### src/rtl/seg_digit_monitor_if.sv
// ============================================================================
// seg_digit_monitor_if
// Segment-bus monitor interface: sampled segment input plus decoded results.
// Revision: 1.0
// ============================================================================
`default_nettype none

interface seg_digit_monitor_if #(
  parameter int CNT_W = 8
);
  logic [7:0]       seg_in;
  logic [3:0]       digit_out;
  logic             digit_vld;
  logic             step_err;
  logic             seg_illegal;
  logic             locked;
  logic [CNT_W-1:0] chg_cnt;

  modport master (
    output seg_in,
    input  digit_out, digit_vld, step_err, seg_illegal, locked, chg_cnt
  );

  modport slave (
    input  seg_in,
    output digit_out, digit_vld, step_err, seg_illegal, locked, chg_cnt
  );
endinterface

`default_nettype wire

### src/rtl/seg_digit_monitor.sv
// ============================================================================
// seg_digit_monitor
// Glitch-filters a 7-segment bus, decodes it to BCD and checks +1 mod 10 steps.
// Revision: 1.0
// ============================================================================
`default_nettype none

module seg_digit_monitor #(
  parameter int STABLE_CYCLES = 4,
  parameter bit ACTIVE_LOW    = 1'b0,
  parameter int CNT_W         = 8
) (
  input  wire logic          clk,
  input  wire logic          rst,
  seg_digit_monitor_if.slave bus
);

  localparam int               RUN_W   = $clog2(STABLE_CYCLES);
  localparam logic [RUN_W-1:0] RUN_MAX = RUN_W'(STABLE_CYCLES - 1);

  typedef enum logic [0:0] {
    EMPTY  = 1'b0,
    LOCKED = 1'b1
  } state_t;

  state_t           r_state;
  logic [7:0]       r_seg_q;
  logic [7:0]       r_last_pat;
  logic [RUN_W-1:0] r_run;
  logic             r_acc;
  logic [3:0]       r_digit;
  logic             r_vld;
  logic             r_err;
  logic             r_ill;
  logic [CNT_W-1:0] r_cnt;

  logic [7:0]       w_seg_in;
  logic             w_changed;
  logic             w_accept;
  logic             w_is_digit;
  logic [3:0]       w_digit;
  logic [3:0]       w_next_digit;

  // dp never participates, so it is dropped before the stability compare too
  assign w_seg_in     = (ACTIVE_LOW ? ~bus.seg_in : bus.seg_in) & 8'h7F;
  assign w_changed    = (w_seg_in != r_seg_q);
  assign w_accept     = (r_run == RUN_MAX) && !r_acc;
  assign w_next_digit = (r_digit == 4'd9) ? 4'd0 : r_digit + 4'd1;

  always_comb begin
    w_is_digit = 1'b1;
    w_digit    = 4'd0;
    case (r_seg_q[6:0])
      7'h3F: w_digit = 4'd0;
      7'h06: w_digit = 4'd1;
      7'h5B: w_digit = 4'd2;
      7'h4F: w_digit = 4'd3;
      7'h66: w_digit = 4'd4;
      7'h6D: w_digit = 4'd5;
      7'h7D: w_digit = 4'd6;
      7'h07: w_digit = 4'd7;
      7'h7F: w_digit = 4'd8;
      7'h6F: w_digit = 4'd9;
      default: w_is_digit = 1'b0;
    endcase
  end

  always_ff @(posedge clk or posedge rst) begin
    if (rst) begin
      r_state    <= EMPTY;
      r_seg_q    <= 8'h00;
      r_last_pat <= 8'h00;
      r_run      <= '0;
      r_acc      <= 1'b1;
      r_digit    <= 4'd0;
      r_vld      <= 1'b0;
      r_err      <= 1'b0;
      r_ill      <= 1'b0;
      r_cnt      <= '0;
    end else begin
      r_vld <= 1'b0;
      r_err <= 1'b0;
      r_ill <= 1'b0;

      if (w_changed) begin
        r_seg_q <= w_seg_in;
        r_run   <= '0;
        r_acc   <= 1'b0;
      end else begin
        if (r_run != RUN_MAX) begin
          r_run <= r_run + 1'b1;
        end
        if (w_accept) begin
          r_acc <= 1'b1;
        end
      end

      // Re-accepting the held pattern (e.g. after a short glitch) is silent
      if (w_accept && (r_seg_q != r_last_pat)) begin
        r_last_pat <= r_seg_q;
        if (w_is_digit) begin
          r_vld   <= 1'b1;
          r_err   <= (r_state == LOCKED) && (w_digit != w_next_digit);
          r_digit <= w_digit;
          r_cnt   <= r_cnt + 1'b1;
          r_state <= LOCKED;
        end else begin
          r_ill   <= (r_seg_q != 8'h00);
          r_state <= EMPTY;
        end
      end
    end
  end

  assign bus.digit_out   = r_digit;
  assign bus.digit_vld   = r_vld;
  assign bus.step_err    = r_err;
  assign bus.seg_illegal = r_ill;
  assign bus.locked      = (r_state == LOCKED);
  assign bus.chg_cnt     = r_cnt;

endmodule

`default_nettype wire

### src/flat_wrapper.sv
// flat-port wrapper written by rule: the top's interface ports become plain ports
module seg_digit_monitor_flat 
#(
  parameter int STABLE_CYCLES = 4,
  parameter bit ACTIVE_LOW    = 1'b0,
  parameter int CNT_W         = 8
)
  (clk, rst, bus_seg_in, bus_digit_out, bus_digit_vld, bus_step_err, bus_seg_illegal, bus_locked, bus_chg_cnt);
  seg_digit_monitor_if #(.CNT_W(CNT_W)) bus_i ();
  input  wire logic clk;
  input  wire logic rst;
  input wire logic [$bits(bus_i.seg_in)-1:0] bus_seg_in;
  output wire logic [$bits(bus_i.digit_out)-1:0] bus_digit_out;
  output wire logic [$bits(bus_i.digit_vld)-1:0] bus_digit_vld;
  output wire logic [$bits(bus_i.step_err)-1:0] bus_step_err;
  output wire logic [$bits(bus_i.seg_illegal)-1:0] bus_seg_illegal;
  output wire logic [$bits(bus_i.locked)-1:0] bus_locked;
  output wire logic [$bits(bus_i.chg_cnt)-1:0] bus_chg_cnt;
  assign bus_i.seg_in = bus_seg_in;
  assign bus_digit_out = bus_i.digit_out;
  assign bus_digit_vld = bus_i.digit_vld;
  assign bus_step_err = bus_i.step_err;
  assign bus_seg_illegal = bus_i.seg_illegal;
  assign bus_locked = bus_i.locked;
  assign bus_chg_cnt = bus_i.chg_cnt;
  seg_digit_monitor #(.STABLE_CYCLES(STABLE_CYCLES), .ACTIVE_LOW(ACTIVE_LOW), .CNT_W(CNT_W)) u_core (.clk(clk), .rst(rst), .bus(bus_i));
endmodule
### config.mk
export PLATFORM = sky130hd
export DESIGN_NAME = seg_digit_monitor_flat
export DESIGN_NICKNAME = d
export VERILOG_FILES = /design/src/rtl/seg_digit_monitor_if.sv /design/src/rtl/seg_digit_monitor.sv /design/src/flat_wrapper.sv
export SDC_FILE = /design/constraint.sdc
export NUM_CORES = 1
export LEC_CHECK = 0
export ABC_AREA = 1
export CAP_MARGIN = 25
export CORE_ASPECT_RATIO = 1.5
export CORE_UTILIZATION = 50
export CTS_CLUSTER_DIAMETER = 80
export CTS_CLUSTER_SIZE = 25
export DETAILED_ROUTE_END_ITERATION = 10
export GPL_TIMING_DRIVEN = 0
export PLACE_DENSITY = 0.74
export SYNTH_ARGS = -nofsm -noshare
export SYNTH_HDL_FRONTEND = slang
export SYNTH_SLANG_ARGS = --single-unit
### constraint.sdc
create_clock -name clk -period 4.5 [get_ports clk]
set_input_delay 0.45 -clock clk [delete_from_list [all_inputs] [get_ports clk]]
set_output_delay 0.45 -clock clk [all_outputs]
set_load 0.01 [all_outputs]
==> out/results.txt, run 1 <==
Status: complete, no violations
Fraction of synthesized cell area taken by the top area cell type: 0.4178
Routed WL per cell: 12.08 um
Startpoint-to-endpoint class of the critical path: register to register
Pwr per Cell Area: 245.9 nW/um2
Multi-input gate area: 912.1 um2
Drt pass-1 iters: 4
Number of H-tree branching levels: 2
Number of antenna violations at the first check in global routing: 0
Tightest slew margin relative to the limit: 0.4829
Cts-stage hold buffer count: 0
Ratio of routed vias to standard cells: 4.924
Worst Setup End Kind: register
Diode count: 0
Global-route usage over all layers: 0.2233
Number of setup buffers added after CTS: 0
Critical path required time: 4.72 ns
Clock latency of the later-clocked register in the worst-skew pair: 0.29 ns
Number of rows created at floorplan: 27
Ratio of cells with drive above 1 in the final layout: 0.1088
Number of cells produced by synthesis: 252
Category of the worst setup path launch point: register
RSZ-0062 raised after global routing: no
Mean post-synth cell area: 7.607 um2
Max rail drop VDD: 0.0002080 V
Warnings, synthesis: 0
Vias: 1615
CTS buffer count: 5
Effective utilization at floorplan: 0.5206
Pre-CTS setup slack: 2.698 ns
Final ANT Viol Nets: 0
Total of buffers placed on input and output ports: 24
Number of placed I/O pins: 26
Buffer cell driving the clock tree root: clkbuf_8
Post-detailed-routing wire length: 3962 um
Number of maximum-capacitance constraint violations: 0
Width of the die: 52.56 um
Buffers from clock root to sink, at most: 2
Sum of negative setup slack: 0 ns
Detailed Route Iter0 Violations: 47
Overall die area: 4090 um2
Primary FF master, synth: dfrtp_1
Layout area overhead: 21.08%
GP Congestion: 0.8772
Number of nets in the layout: 296
Number of gates given a new drive strength after cts: 0
Number of enable-type register cells in the synthesized netlist: 0
Fillcell total: 352
Floorplan die height: 77.83 um
DP HPWL: 3029 um
Synth top cells by count: nand2_1 (79), dfrtp_1 (32), nor2_1 (26)
Proportion of synthesized flip-flops having asynchronous set or reset: 1.000
Synthesized Nets: 264
Worst min-delay path class: register to register
Max-slew violations: 0
Setup violators final: 0
Cell types occupying the most area after synthesis: dfrtp_1 (42%), nand2_1 (15%), xnor2_1 (7.8%)
Dominant cell by count in the synthesized netlist: nand2_1
Maximum clock rate: 0.5465 GHz
Fraction of the cycle the final worst path needs: 0.4066
Crit path arrival time: 2.05 ns
Via count of the first global-routing pass: 1563
Post-route clock skew: 0.01035 ns
Final critical-path required period: 1.830 ns
Wire length of the first global-routing pass: 6803 um
Reg area: 827.0 um2
CTS Sinks: 33
Transition time at the pin with the least slew margin: 0.7749 ns
Share of synthesized area occupied by flip-flops and latches: 0.4315
Synth area leader: dfrtp_1
Maximum number of pins on one net before global-route repair: 19
Yosys cell types: 30
Global route total overflow: 0
CTS tree: done
Register bit count reported by yosys: 33
Total DRC errors in the routed layout: 0
Worst-path fanout max: 10
PnR worst setup slack: 2.670 ns
Clock-pin slew on the worst setup and hold paths: 0.07 ns
Area inside the core boundary: 3682 um2
Hold Fails Final Rpt: 0
Finished Core Util: 0.6303
Reported leakage power: 0.001161 uW
Post-synthesis instance area: 1917 um2
-- layer usage --
metal | routed length, um | global-route usage | up-vias
met3 | 96 | 0.04902 | 5
met4 | 66 | 0.08421 | 0
li1 | - | - | 842
met5 | 0 | 0 | -
met1 | 1630 | 0.2406 | 749
met2 | 2169 | 0.4038 | 19
-- power breakdown --
part           internal, uW  total [uW]  leakage [uW]  switching, uW
registers               300         302      0.000441           1.84
logic                  23.8        55.6      0.000674           31.8
clock network           107         213     0.0000450            106
-- state kept, by name (all words and copies together) (netlist names) --
| name | count |
|---|---|
| u_core.r_seg_q | 7 |
| u_core.bus.chg_cnt | 8 |
| u_core.bus.seg_illegal | 1 |
| u_core.bus.digit_vld | 1 |
| u_core.bus.locked | 1 |
| u_core.r_run | 2 |
| u_core.r_last_pat | 7 |
| u_core.r_acc | 1 |
| u_core.bus.step_err | 1 |
| u_core.bus.digit_out | 4 |
-- kinds of logic after synthesis --
logic type,count (synthesis),synth area share
simple gates,145,0.3329
buf+inv,40,0.09269
flops,33,0.4315
xor+xnor,20,0.09138
compound gates,12,0.03852
fa+ha+maj,2,0.01305
-- per-stage QoR --
step           power, uW  hold WS (ns)  instances  area (um2)
2_1_floorplan      343.2        0.4674        252        1917
3_3_place_gp       359.3        0.4841        319        2211
3_5_place_dp       363.1        0.4845        320        2238
4_1_cts            576.8        0.4952        328        2321
5_1_grt            595.1        0.5113        328        2321
6_report           570.6        0.4932        328        2321
-- placed cells by master (no fill, tap or decap), types with 6 or more instances in the layout --
cell type         n
nand3_1          20
nand2_1          79
buf_2             6
inv_1            19
clkbuf_1          9
o21ai_0           8
clkdlybuf4s50_1  24
xnor2_1          17
dfrtp_1          32
nand4_1           6
nor2_1           26
-- critical path, cell delays in order (launching register included) --
cell and delay, ns:
dfrtp_1 0.33, buf_2 0.19, nand2_1 0.13, nor3_1 0.43, nor3_1 0.16, nand3_2 0.14
buf_4 0.20, nand3_1 0.09, nand2_1 0.09
-- final cells by class --
type	count	share of cell area
clock inverter	2	0.004313
inverter	22	0.03558
timing repair buffer	25	0.1154
multi-input combinational	179	0.3930
clock buffer	6	0.03127
sequential	33	0.3563
tap	43	0.02318
buffer	18	0.04097
-- final timing paths --
| check | slack (ns) | startpoint | to | depth (start not counted) |
|---|---|---|---|---|
| hold / removal | 0.49 | u_core.r_acc | u_core.r_acc | 2 |
| setup / recovery | 2.67 | u_core.r_seg_q[3] | u_core.bus.digit_out[3] | 8 |
| max in group asynchronous | 3.35 | rst | u_core.bus.digit_out[2] | 3 |
| min in group asynchronous | 0.61 | rst | u_core.bus.chg_cnt[2] | 2 |
| setup reg to reg | 2.67 | u_core.r_seg_q[3] | u_core.bus.digit_out[3] | 8 |
| hold reg to reg | 0.49 | u_core.r_acc | u_core.r_acc | 2 |
No activity file was read; power rests on OpenSTA's default activity.
==> run 2, diff against run 1 <==
==> constraint.sdc (replaced) <==
create_clock -name clk -period 1.7 [get_ports clk]
set_input_delay 0.17 -clock clk [delete_from_list [all_inputs] [get_ports clk]]
set_output_delay 0.17 -clock clk [all_outputs]
set_load 0.01 [all_outputs]
==> out/results.txt, run 2 (synthesized netlist as in run 1, its figures left out) <==
CTS Sinks: 33 (unchanged)
Sum of negative setup slack: 0 ns (unchanged)
Overall die area: 4090 um2 (unchanged)
DP HPWL: 3029 um (unchanged)
Routed WL per cell: 12.82 um (was 12.08 um)
Commonest cells after routing, fill and taps aside: nand2_1 (68), dfrtp_1 (30), clkdlybuf4s50_1 (24) (was nand2_1 (79), dfrtp_1 (32), nor2_1 (26))
Cell Chain, Critical Path: buf_6 -> nand2_4 -> nor2_1 -> nand2_1 -> nand2_2 -> nor3_4 -> nand3_4 -> nand2_4 -> clkbuf_16 -> nand2_1 -> nand2_1 (was buf_2 -> nand2_1 -> nor3_1 -> nor3_1 -> nand3_2 -> buf_4 -> nand3_1 -> nand2_1)
Number of H-tree branching levels: 2 (unchanged)
Number of nets in the layout: 307 (was 296)
Maximum clock rate: 0.6075 GHz (was 0.5465 GHz)
Share of power burned in combinational logic: 0.114 (was 0.097)
Startpoint-to-endpoint class of the critical path: register to register (unchanged)
Worst Setup End Kind: register (unchanged)
Worst min-delay path class: input pin to async pin (was register to register)
Portion of total power attributed to sequential cells: 0.520 (was 0.529)
Category of the worst setup path launch point: register (unchanged)
Diode count: 0 (unchanged)
Total DRC errors in the routed layout: 0 (unchanged)
CTS buffer count: 5 (unchanged)
Tightest slew margin relative to the limit: 0.4752 (was 0.4829)
Buffer cell driving the clock tree root: clkbuf_8 (unchanged)
Pwr per Cell Area: 601.3 nW/um2 (was 245.9 nW/um2)
Pre-CTS setup slack: -0.1015 ns (was 2.698 ns)
Finished Core Util: 0.6979 (was 0.6303)
Detailed Route Iter0 Violations: 52 (was 47)
CTS tree: done (unchanged)
Pwr Total: 1545 uW (was 570.6 uW)
Switching power summed over all nets: 386.0 uW (was 139.9 uW)
Final ANT Viol Nets: 0 (unchanged)
Via count of the first global-routing pass: 1584 (was 1563)
Post-detailed-routing wire length: 4346 um (was 3962 um)
Dominant cell type by count on the critical path: nand2_1
Wire length of the first global-routing pass: 6893 um (was 6803 um)
Total of buffers placed on input and output ports: 24 (unchanged)
Number of antenna violations at the first check in global routing: 0 (unchanged)
Switching Fraction: 0.2498 (was 0.2452)
PnR worst setup slack: 0.05404 ns (was 2.670 ns)
Number of placed I/O pins: 26 (unchanged)
Vias: 1701 (was 1615)
Hold Fails Final Rpt: 0 (unchanged)
Max-slew violations: 0 (unchanged)
Category of cells accounting for the largest share of critical-path delay: simple AND/OR/NAND/NOR gates (unchanged)
Clock latency of the later-clocked register in the worst-skew pair: 0.29 ns (about the same)
Cell-internal power: 1159 uW (was 430.7 uW)
Number of rows created at floorplan: 27 (unchanged)
Met2 Resource Use GR: 0.4051 (was 0.4038)
Number of flip-flops under the largest register name: 8 (unchanged)
Effective utilization at floorplan: 0.5206 (unchanged)
Number of maximum-capacitance constraint violations: 0 (unchanged)
Floorplan die height: 77.83 um (unchanged)
Drt pass-1 iters: 4 (unchanged)
Cts-stage hold buffer count: 0 (unchanged)
Max rail drop VDD: 0.0005482 V (was 0.0002080 V)
Width of the die: 52.56 um (unchanged)
Setup violators final: 0 (unchanged)
Count of buffer and inverter cells on the critical path: 2 (unchanged)
Highest-utilization routing layer at the global route stage: met2 (unchanged)
Ratio of routed vias to standard cells: 5.018 (was 4.924)
Area inside the core boundary: 3682 um2 (unchanged)
Slowest stage cell, crit path: dfrtp_1 (was nor3_1)
RSZ-0062 raised after global routing: yes (was no)
Layout area overhead: 34.07% (was 21.08%)
Commonest non-fill, non-tap cell in the layout: nand2_1 (unchanged)
Ratio of cells with drive above 1 in the final layout: 0.2230 (was 0.1088)
Clock-pin slew on the worst setup and hold paths: 0.07 ns (about the same)
Maximum number of pins on one net before global-route repair: 19 (unchanged)
Worst-path fanout max: 8 (was 10)
Global route total overflow: 0 (unchanged)
Global-route usage over all layers: 0.2261 (was 0.2233)
Max stage delay on crit path: 0.38 ns (was 0.43 ns)
Post-route clock skew: 0.008816 ns (was 0.01035 ns)
Final critical-path required period: 1.646 ns (was 1.830 ns)
GP Congestion: 0.8772 (unchanged)
GRT met1 Usage: 0.2469 (was 0.2406)
Fraction of the cycle the final worst path needs: 0.9682 (was 0.4066)
Buffers from clock root to sink, at most: 2 (unchanged)
Reported leakage power: 0.001265 uW (was 0.001161 uW)
Transition time at the pin with the least slew margin: 0.7864 ns (was 0.7749 ns)
Status: complete, no violations (unchanged)
Clock network fraction of total power: 0.366 (was 0.374)
Global-route met3 utilization: 0.04902 (unchanged)
Critical path required time: 1.93 ns (was 4.72 ns)
Crit path arrival time: 1.88 ns (was 2.05 ns)
[run 2: changes by cell type in the layout (fill, tap and decap cells not counted), sizes merged]
cell    change
clkbuf      +1
buf        +10
[run 2: routing by layer]
metal,share of wire,up-vias
li1,-,864
met3,0.029,7
met1,0.39,798
met4,0.019,0
met5,0,-
met2,0.57,32
[run 2: final cells by class]
cell class / instances / area [um2]
Clock buffer: 6 / 72.57
Multi-Input combinational cell: 179 / 1015
Clock inverter: 2 / 10.01
Tap cell: 43 / 53.80
Inverter: 22 / 85.08
Sequential cell: 33 / 829.5
Fill cell: 305 / 1112
Timing Repair Buffer: 37 / 382.9
Buffer: 17 / 121.4
[run 2: metrics by stage]
step | hold slack, ns | instance area [um2] | std cells
6_report | 0.3342 | 2570 | 339
5_1_grt | 0.4125 | 2570 | 339
4_1_cts | 0.3560 | 2347 | 329
3_5_place_dp | 0.4845 | 2238 | 320
3_3_place_gp | 0.4841 | 2211 | 319
2_1_floorplan | 0.2676 | 1917 | 252
[run 2: power groups by stage]
stage	clock, uW	sequential (uW)	combinational (uW)
final	565	804	176
after global routing	612	804	196
after CTS	579	799	153
after detailed placement	0	813	148
after global placement	0	813	138
after floorplan	0	812	96.6
[run 2: timing repair]
item | 4_1_cts | 5_1_grt
resized for setup | 5 | 46
endpoints found under the setup margin | 15 | 22
buffers inserted | 1 | 9
cloned | 0 | 2
pin swaps | 1 | 8
[run 2: path summary, 6_finish.rpt]
check	from	endpoint	slack, ns	cells after the start
min in group clk	bus_seg_in[4]	u_core.r_seg_q[4]	0.45	2
worst max register to register	u_core.r_seg_q[5]	u_core.bus.chg_cnt[0]	0.05	11
worst min register to register	u_core.r_acc	u_core.r_acc	0.49	2
max in group asynchronous	rst	u_core.r_seg_q[6]	0.82	3
worst min-delay path	rst	u_core.bus.chg_cnt[2]	0.33	2
worst max-delay path	u_core.r_seg_q[5]	u_core.bus.chg_cnt[0]	0.05	11
==> RTL edit 1, RTL diff (settings of run 2) <==
`ACTIVE_LOW` is set to 1'b0 in 2 places; all go to 1'b1.
--- a/src/rtl/seg_digit_monitor.sv
+++ b/src/rtl/seg_digit_monitor.sv
@@ -9,3 +9,3 @@
   parameter int STABLE_CYCLES = 4,
-  parameter bit ACTIVE_LOW    = 1'b0,
+  parameter bit ACTIVE_LOW    = 1'b1,
   parameter int CNT_W         = 8
--- a/src/flat_wrapper.sv
+++ b/src/flat_wrapper.sv
@@ -4,3 +4,3 @@
   parameter int STABLE_CYCLES = 4,
-  parameter bit ACTIVE_LOW    = 1'b0,
+  parameter bit ACTIVE_LOW    = 1'b1,
   parameter int CNT_W         = 8
Check against the original RTL: not equivalent (Yosys sat finds a counterexample within 10 cycles, from zero or initial values and one cycle with rst high).
==> RTL edit 1 against run 2 <==
- cell area decreased by 3.4%
- power increased by 11%
- sequential cell count unchanged
- routed wire length decreased by 13%
- fmax increased by 3.5%
- highest routed layer unchanged
- synthesized cell count decreased by 4.4%
- synthesized area increased by 4.4%
- critical path depth decreased by 3
- setup slack improved by 0.056 ns
==> RTL edit 1: results (changes against run 2) <==
metric	value	unit	change
Tot GR Track Use	0.216		-0.00980
initial antenna violation count	0		unchanged
max incr delay on CP	0.52	ns	+0.14 ns
Clock Path Buffers	2		unchanged
Num CTS Buffers	5		unchanged
top cells by count, synth	nand2_1, dfrtp_1, inv_1		
crit path DAT	1.77	ns	-0.11 ns
Yosys cell types	32		+6.7%
Crit Path Max Fanout	10		+2
VDD IR max	0.000622	V	+14%
Via density	5.06		+0.83%
I/O Buffers	24		unchanged
first-pass GRT wire length	6.66	mm	-3.4%
LEAKAGE	1.25	nW	-0.96%
syn nets	253		-4.2%
max FFs per register	8		unchanged
Initial DRC Count	37		-29%
DP Area	2320	µm²	+3.8%
post-synthesis sequential area ratio	0.413		-0.0183
# diodes	0		unchanged
post-cts hold buffer count	0		unchanged
Async S/R FF share, synth	1.00		unchanged
Clk Latency, worst-skew pair	0.30	ns	
filler instances	307		+0.66%
CTS root buf	clkbuf_8		
placed insts	309		-3.4%
yosys warns	0		unchanged
pre-CTS setup slack	0.0524	ns	+0.154 ns
Final Net Count	289		-5.9%
htree depth	2		unchanged
share of layout cells above drive strength 1	0.241		+0.0180
CP top delay family	simple AND/OR/NAND/NOR gates		
gpl congestion	0.791		-9.8%
outcome	finished clean		
hpwl dp	2.83	mm	-6.5%
top post-synthesis cells by area	dfrtp_1, nand2_1, nand2_2		
Main synth FF type	dfrtp_1		
number of synthesized flops with an enable pin	0		unchanged
HP Class	in2async		
CP max-delay cell	dfrtp_1		
largest net degree at the start of global routing	21		+2
Worst-Margin Slew	0.626	ns	-0.161 ns
Routed WL per cell	11.8	µm	-8.0%
Cell Int Power	1.30	mW	+12%
Cells after Synth	241		-4.4%
drt first pass iters	4		unchanged
clk_skew	0.00827	ns	-0.000545 ns
fin area	2480	µm²	-3.4%
vias	1624		-4.5%
clock-pin slew on the worst setup and hold paths	0.08	ns	
==> RTL edit 1: cell types whose count changed after synthesis, sizes merged, moves of 2 or more <==
cell | before | now
nand3 | 21 | 18
nand2 | 83 | 85
inv | 22 | 27
xnor2 | 17 | 9
nor2 | 27 | 23
clkbuf | 9 | 0
nand4 | 7 | 5
xor2 | 3 | 10
==> RTL edit 1: logic make-up (layout without fill, tap and decap cells) <==
family | count (synthesis) | in the layout | share of synthesized area
flip-flops | 33 | 33 | 0.413
AO/OA/AOI/OAI | 14 | 14 | 0.0413
AND/OR/NAND/NOR | 137 | 137 | 0.355
XOR/XNOR | 19 | 19 | 0.0831
adder cells (fa/ha/maj) | 2 | 2 | 0.0125
buffers and inverters | 36 | 73 | 0.0950
==> RTL edit 1: worst paths after layout <==
kind                       cells past startpoint                      end  slack [ns]              start
min                                            2    u_core.bus.chg_cnt[1]        0.25                rst
max                                            8  u_core.bus.digit_out[0]        0.11  u_core.r_seg_q[2]
max in group asynchronous                      3             u_core.r_acc        0.86                rst
min reg2reg                                    2             u_core.r_acc        0.50       u_core.r_acc
max reg2reg                                    8  u_core.bus.digit_out[0]        0.11  u_core.r_seg_q[2]
min in group clk                               2        u_core.r_seg_q[2]        0.39      bus_seg_in[2]
==> RTL edit 1: routing by layer <==
metal	wire length, µm	global-route usage	share of wire	up-vias
li1	-	-	-	820
met1	1510	0.226	0.40	755
met2	2050	0.373	0.54	35
met3	98	0.0419	0.026	14
met4	136	0.139	0.036	0
met5	0	0	0	-
==> RTL edit 1: cell type report <==
| class | count | area share |
|---|---|---|
| buffer | 9 | 0.0348 |
| clock inverter | 3 | 0.0186 |
| clock buffer | 5 | 0.0277 |
| multi-input combinational | 172 | 0.402 |
| tap | 43 | 0.0217 |
| timing repair buffer | 29 | 0.120 |
| inverter | 27 | 0.0418 |
| sequential | 33 | 0.334 |
==> RTL edit 1: power groups by stage <==
| stage | registers (mW) | clock network [mW] | logic (mW) |
|---|---|---|---|
| finish | 0.801 | 0.766 | 0.153 |
| global route | 0.802 | 0.804 | 0.170 |
| CTS | 0.800 | 0.782 | 0.150 |
| detailed placement | 0.816 | 0 | 0.149 |
| global placement | 0.816 | 0 | 0.139 |
| floorplan | 0.814 | 0 | 0.101 |
==> RTL edit 1: what timing repair did <==
item | CTS | global route
gates resized for setup | 0 | 5
endpoints found under the setup margin | 0 | 18
buffers inserted | 0 | 4
==> RTL edit 1: worst register-to-register path, stage by stage, from the launching register on <==
cell and delay (ns):
dfrtp_1 0.52, nand2_1 0.15, nor2_2 0.21, o21ai_2 0.12, nand4_4 0.14, nand2_4 0.09
buf_12 0.16, nand2_2 0.06, nand2_2 0.04
==> RTL edit 2, RTL diff (settings of run 2) <==
Made on the original files. Reset style: synchronous (`rst`), changed in one clocked block.
--- a/src/rtl/seg_digit_monitor.sv
+++ b/src/rtl/seg_digit_monitor.sv
@@ -67,3 +67,3 @@
 
-  always_ff @(posedge clk or posedge rst) begin
+  always_ff @(posedge clk) begin
     if (rst) begin
Check against the original RTL: differs if rst is asserted again (counterexample within 10 cycles, from zero or initial values and one cycle with rst high); with rst held inactive, the same outputs for 10 cycles.
==> RTL edit 2 against run 2 <==
- sequential share of layout area decreased by 3.8 points
- highest routed layer unchanged
- synthesized cell count increased by 9.5%
- synthesized area fell by 0.39%
- routed wire length decreased by 3.3%
- sequential cell count stayed put
- power grew 3.8%
- setup slack better by 0.069 ns
- cell area is 9.5% lower
==> RTL edit 2: results (changes against run 2) <==
metric	value	unit	change
outcome	finished clean		
HP Class	in2reg		
max incr delay on CP	0.30	ns	-0.08 ns
Worst Setup Slack, final	0.123	ns	+0.0690 ns
Final Net Count	319		+3.9%
Slew HR	0.667		+0.192
CP top delay family	buffers and inverters		
top post-synthesis cells by area	dfxtp_1, nand2_1, nor2_1		
crit path DAT	1.79	ns	-0.09 ns
placed insts	342		+6.9%
CP max-delay cell	dfxtp_1		
capture point of the worst path	u_core.bus.chg_cnt[3]		
largest net degree at the start of global routing	11		-8
syn nets	288		+9.1%
hpwl dp	3.02	mm	-0.24%
# diodes	0		unchanged
CP startpoint	u_core.r_seg_q[2]		
Clk Latency, worst-skew pair	0.29	ns	about the same
worst hold slack	0.228	ns	-0.106 ns
gpl congestion	0.884		+0.73%
first-pass GRT wire length	6.99	mm	+1.4%
vias in the first global route	1643		+3.7%
Mapped Avg Cell Area	6.92	µm²	-9.1%
htree depth	2		unchanged
Tot GR Track Use	0.224		-0.00185
pre-CTS setup slack	0.0619	ns	+0.163 ns
initial antenna violation count	0		unchanged
worst r2r path cells	12		+1
Crit Path Max Fanout	10		+2
drt first pass iters	4		unchanged
top cells by count, synth	nand2_1, nor2_1, dfxtp_1		
vias	1794		+5.5%
Num CTS Buffers	5		unchanged
Main synth FF type	dfxtp_1		
share of layout cells above drive strength 1	0.159		-0.0639
post-synthesis sequential area ratio	0.346		-0.0855
R2R Setup Slk	0.12	ns	+0.07 ns
Finished Layout Cells	351		+3.5%
Yosys cell types	29		-3.3%
Post-Route WL	4.20	mm	-3.3%
DP Area	2190	µm²	-2.0%
Initial DRC Count	41		-21%
max FFs per register	8		unchanged
Clock Path Buffers	2		unchanged
Async S/R FF share, synth	0		-1.00
clk_skew	0.0104	ns	+0.00156 ns
VDD IR max	0.000838	V	+53%
LEAKAGE	0.995	nW	-21%
clock-pin slew on the worst setup and hold paths	0.07	ns	about the same
I/O Buffers	23		-4.2%
RTL edit 2: cell count changes in the layout (fill, tap and decap cells not counted), moves of 3 or more:
cell and delta:
o21ai_0 +3, dfxtp_1 +31, nor3_1 +3, dfrtp_1 -30, inv_1 +9, xnor2_1 -7
buf_4 -8, xor2_1 +4, a21oi_1 +14, clkbuf_1 -7, nand2_2 -3, nand2_1 -11
nor2_1 +20
RTL edit 2: how the worst min path moves through the flow:
stage | depth (start not counted) | startpoint | to
finish | 2 | rst | u_core.bus.locked
global route | 2 | rst | u_core.bus.chg_cnt[4]
CTS | 2 | rst | u_core.bus.locked
detailed placement | 2 | u_core.r_last_pat[2] | u_core.r_last_pat[2]
global placement | 2 | u_core.r_acc | u_core.r_acc
floorplan | 2 | bus_seg_in[0] | u_core.r_seg_q[0]
RTL edit 2: timing repair:
action / in CTS / in global routing
endpoints found under the hold margin: 0 / 0
endpoints found under the setup margin: 0 / 22
gates resized for setup: 0 / 8
hold buffers: 0 / 0
setup buffers: 0 / 0
RTL edit 2: power by group:
group	internal, mW	switching [mW]
clock network	0.366	0.302
registers	0.784	0.00783
logic	0.0602	0.0835
RTL edit 2: final cells by class:
class | count | area (µm²)
Tap cell | 43 | 53.8
Clock inverter | 1 | 5.00
Clock buffer | 7 | 96.3
Timing Repair Buffer | 24 | 235
Multi-Input combinational cell | 201 | 1060
Sequential cell | 33 | 663
Fill cell | 350 | 1320
Inverter | 31 | 116
Buffer | 11 | 93.8
RTL edit 2: kinds of logic (layout without fill, tap and decap cells):
kind of cell / after synthesis / count (layout) / share of synthesized area
buf+inv: 42 / 74 / 0.109
flops: 33 / 33 / 0.346
xor+xnor: 15 / 15 / 0.0688
fa+ha+maj: 2 / 2 / 0.0131
simple gates: 154 / 154 / 0.376
compound gates: 29 / 29 / 0.0819
mux: 1 / 1 / 0.00524
RTL edit 2: per-layer routing:
layer  track usage  wire length, µm  share of wire  vias to the layer above
li1              -                -              -                      936
met3        0.0510              112          0.027                       12
met2         0.392             2120           0.50                       29
met4        0.0947              109          0.026                        0
met1         0.248             1860           0.44                      817
met5             0                0              0                        -
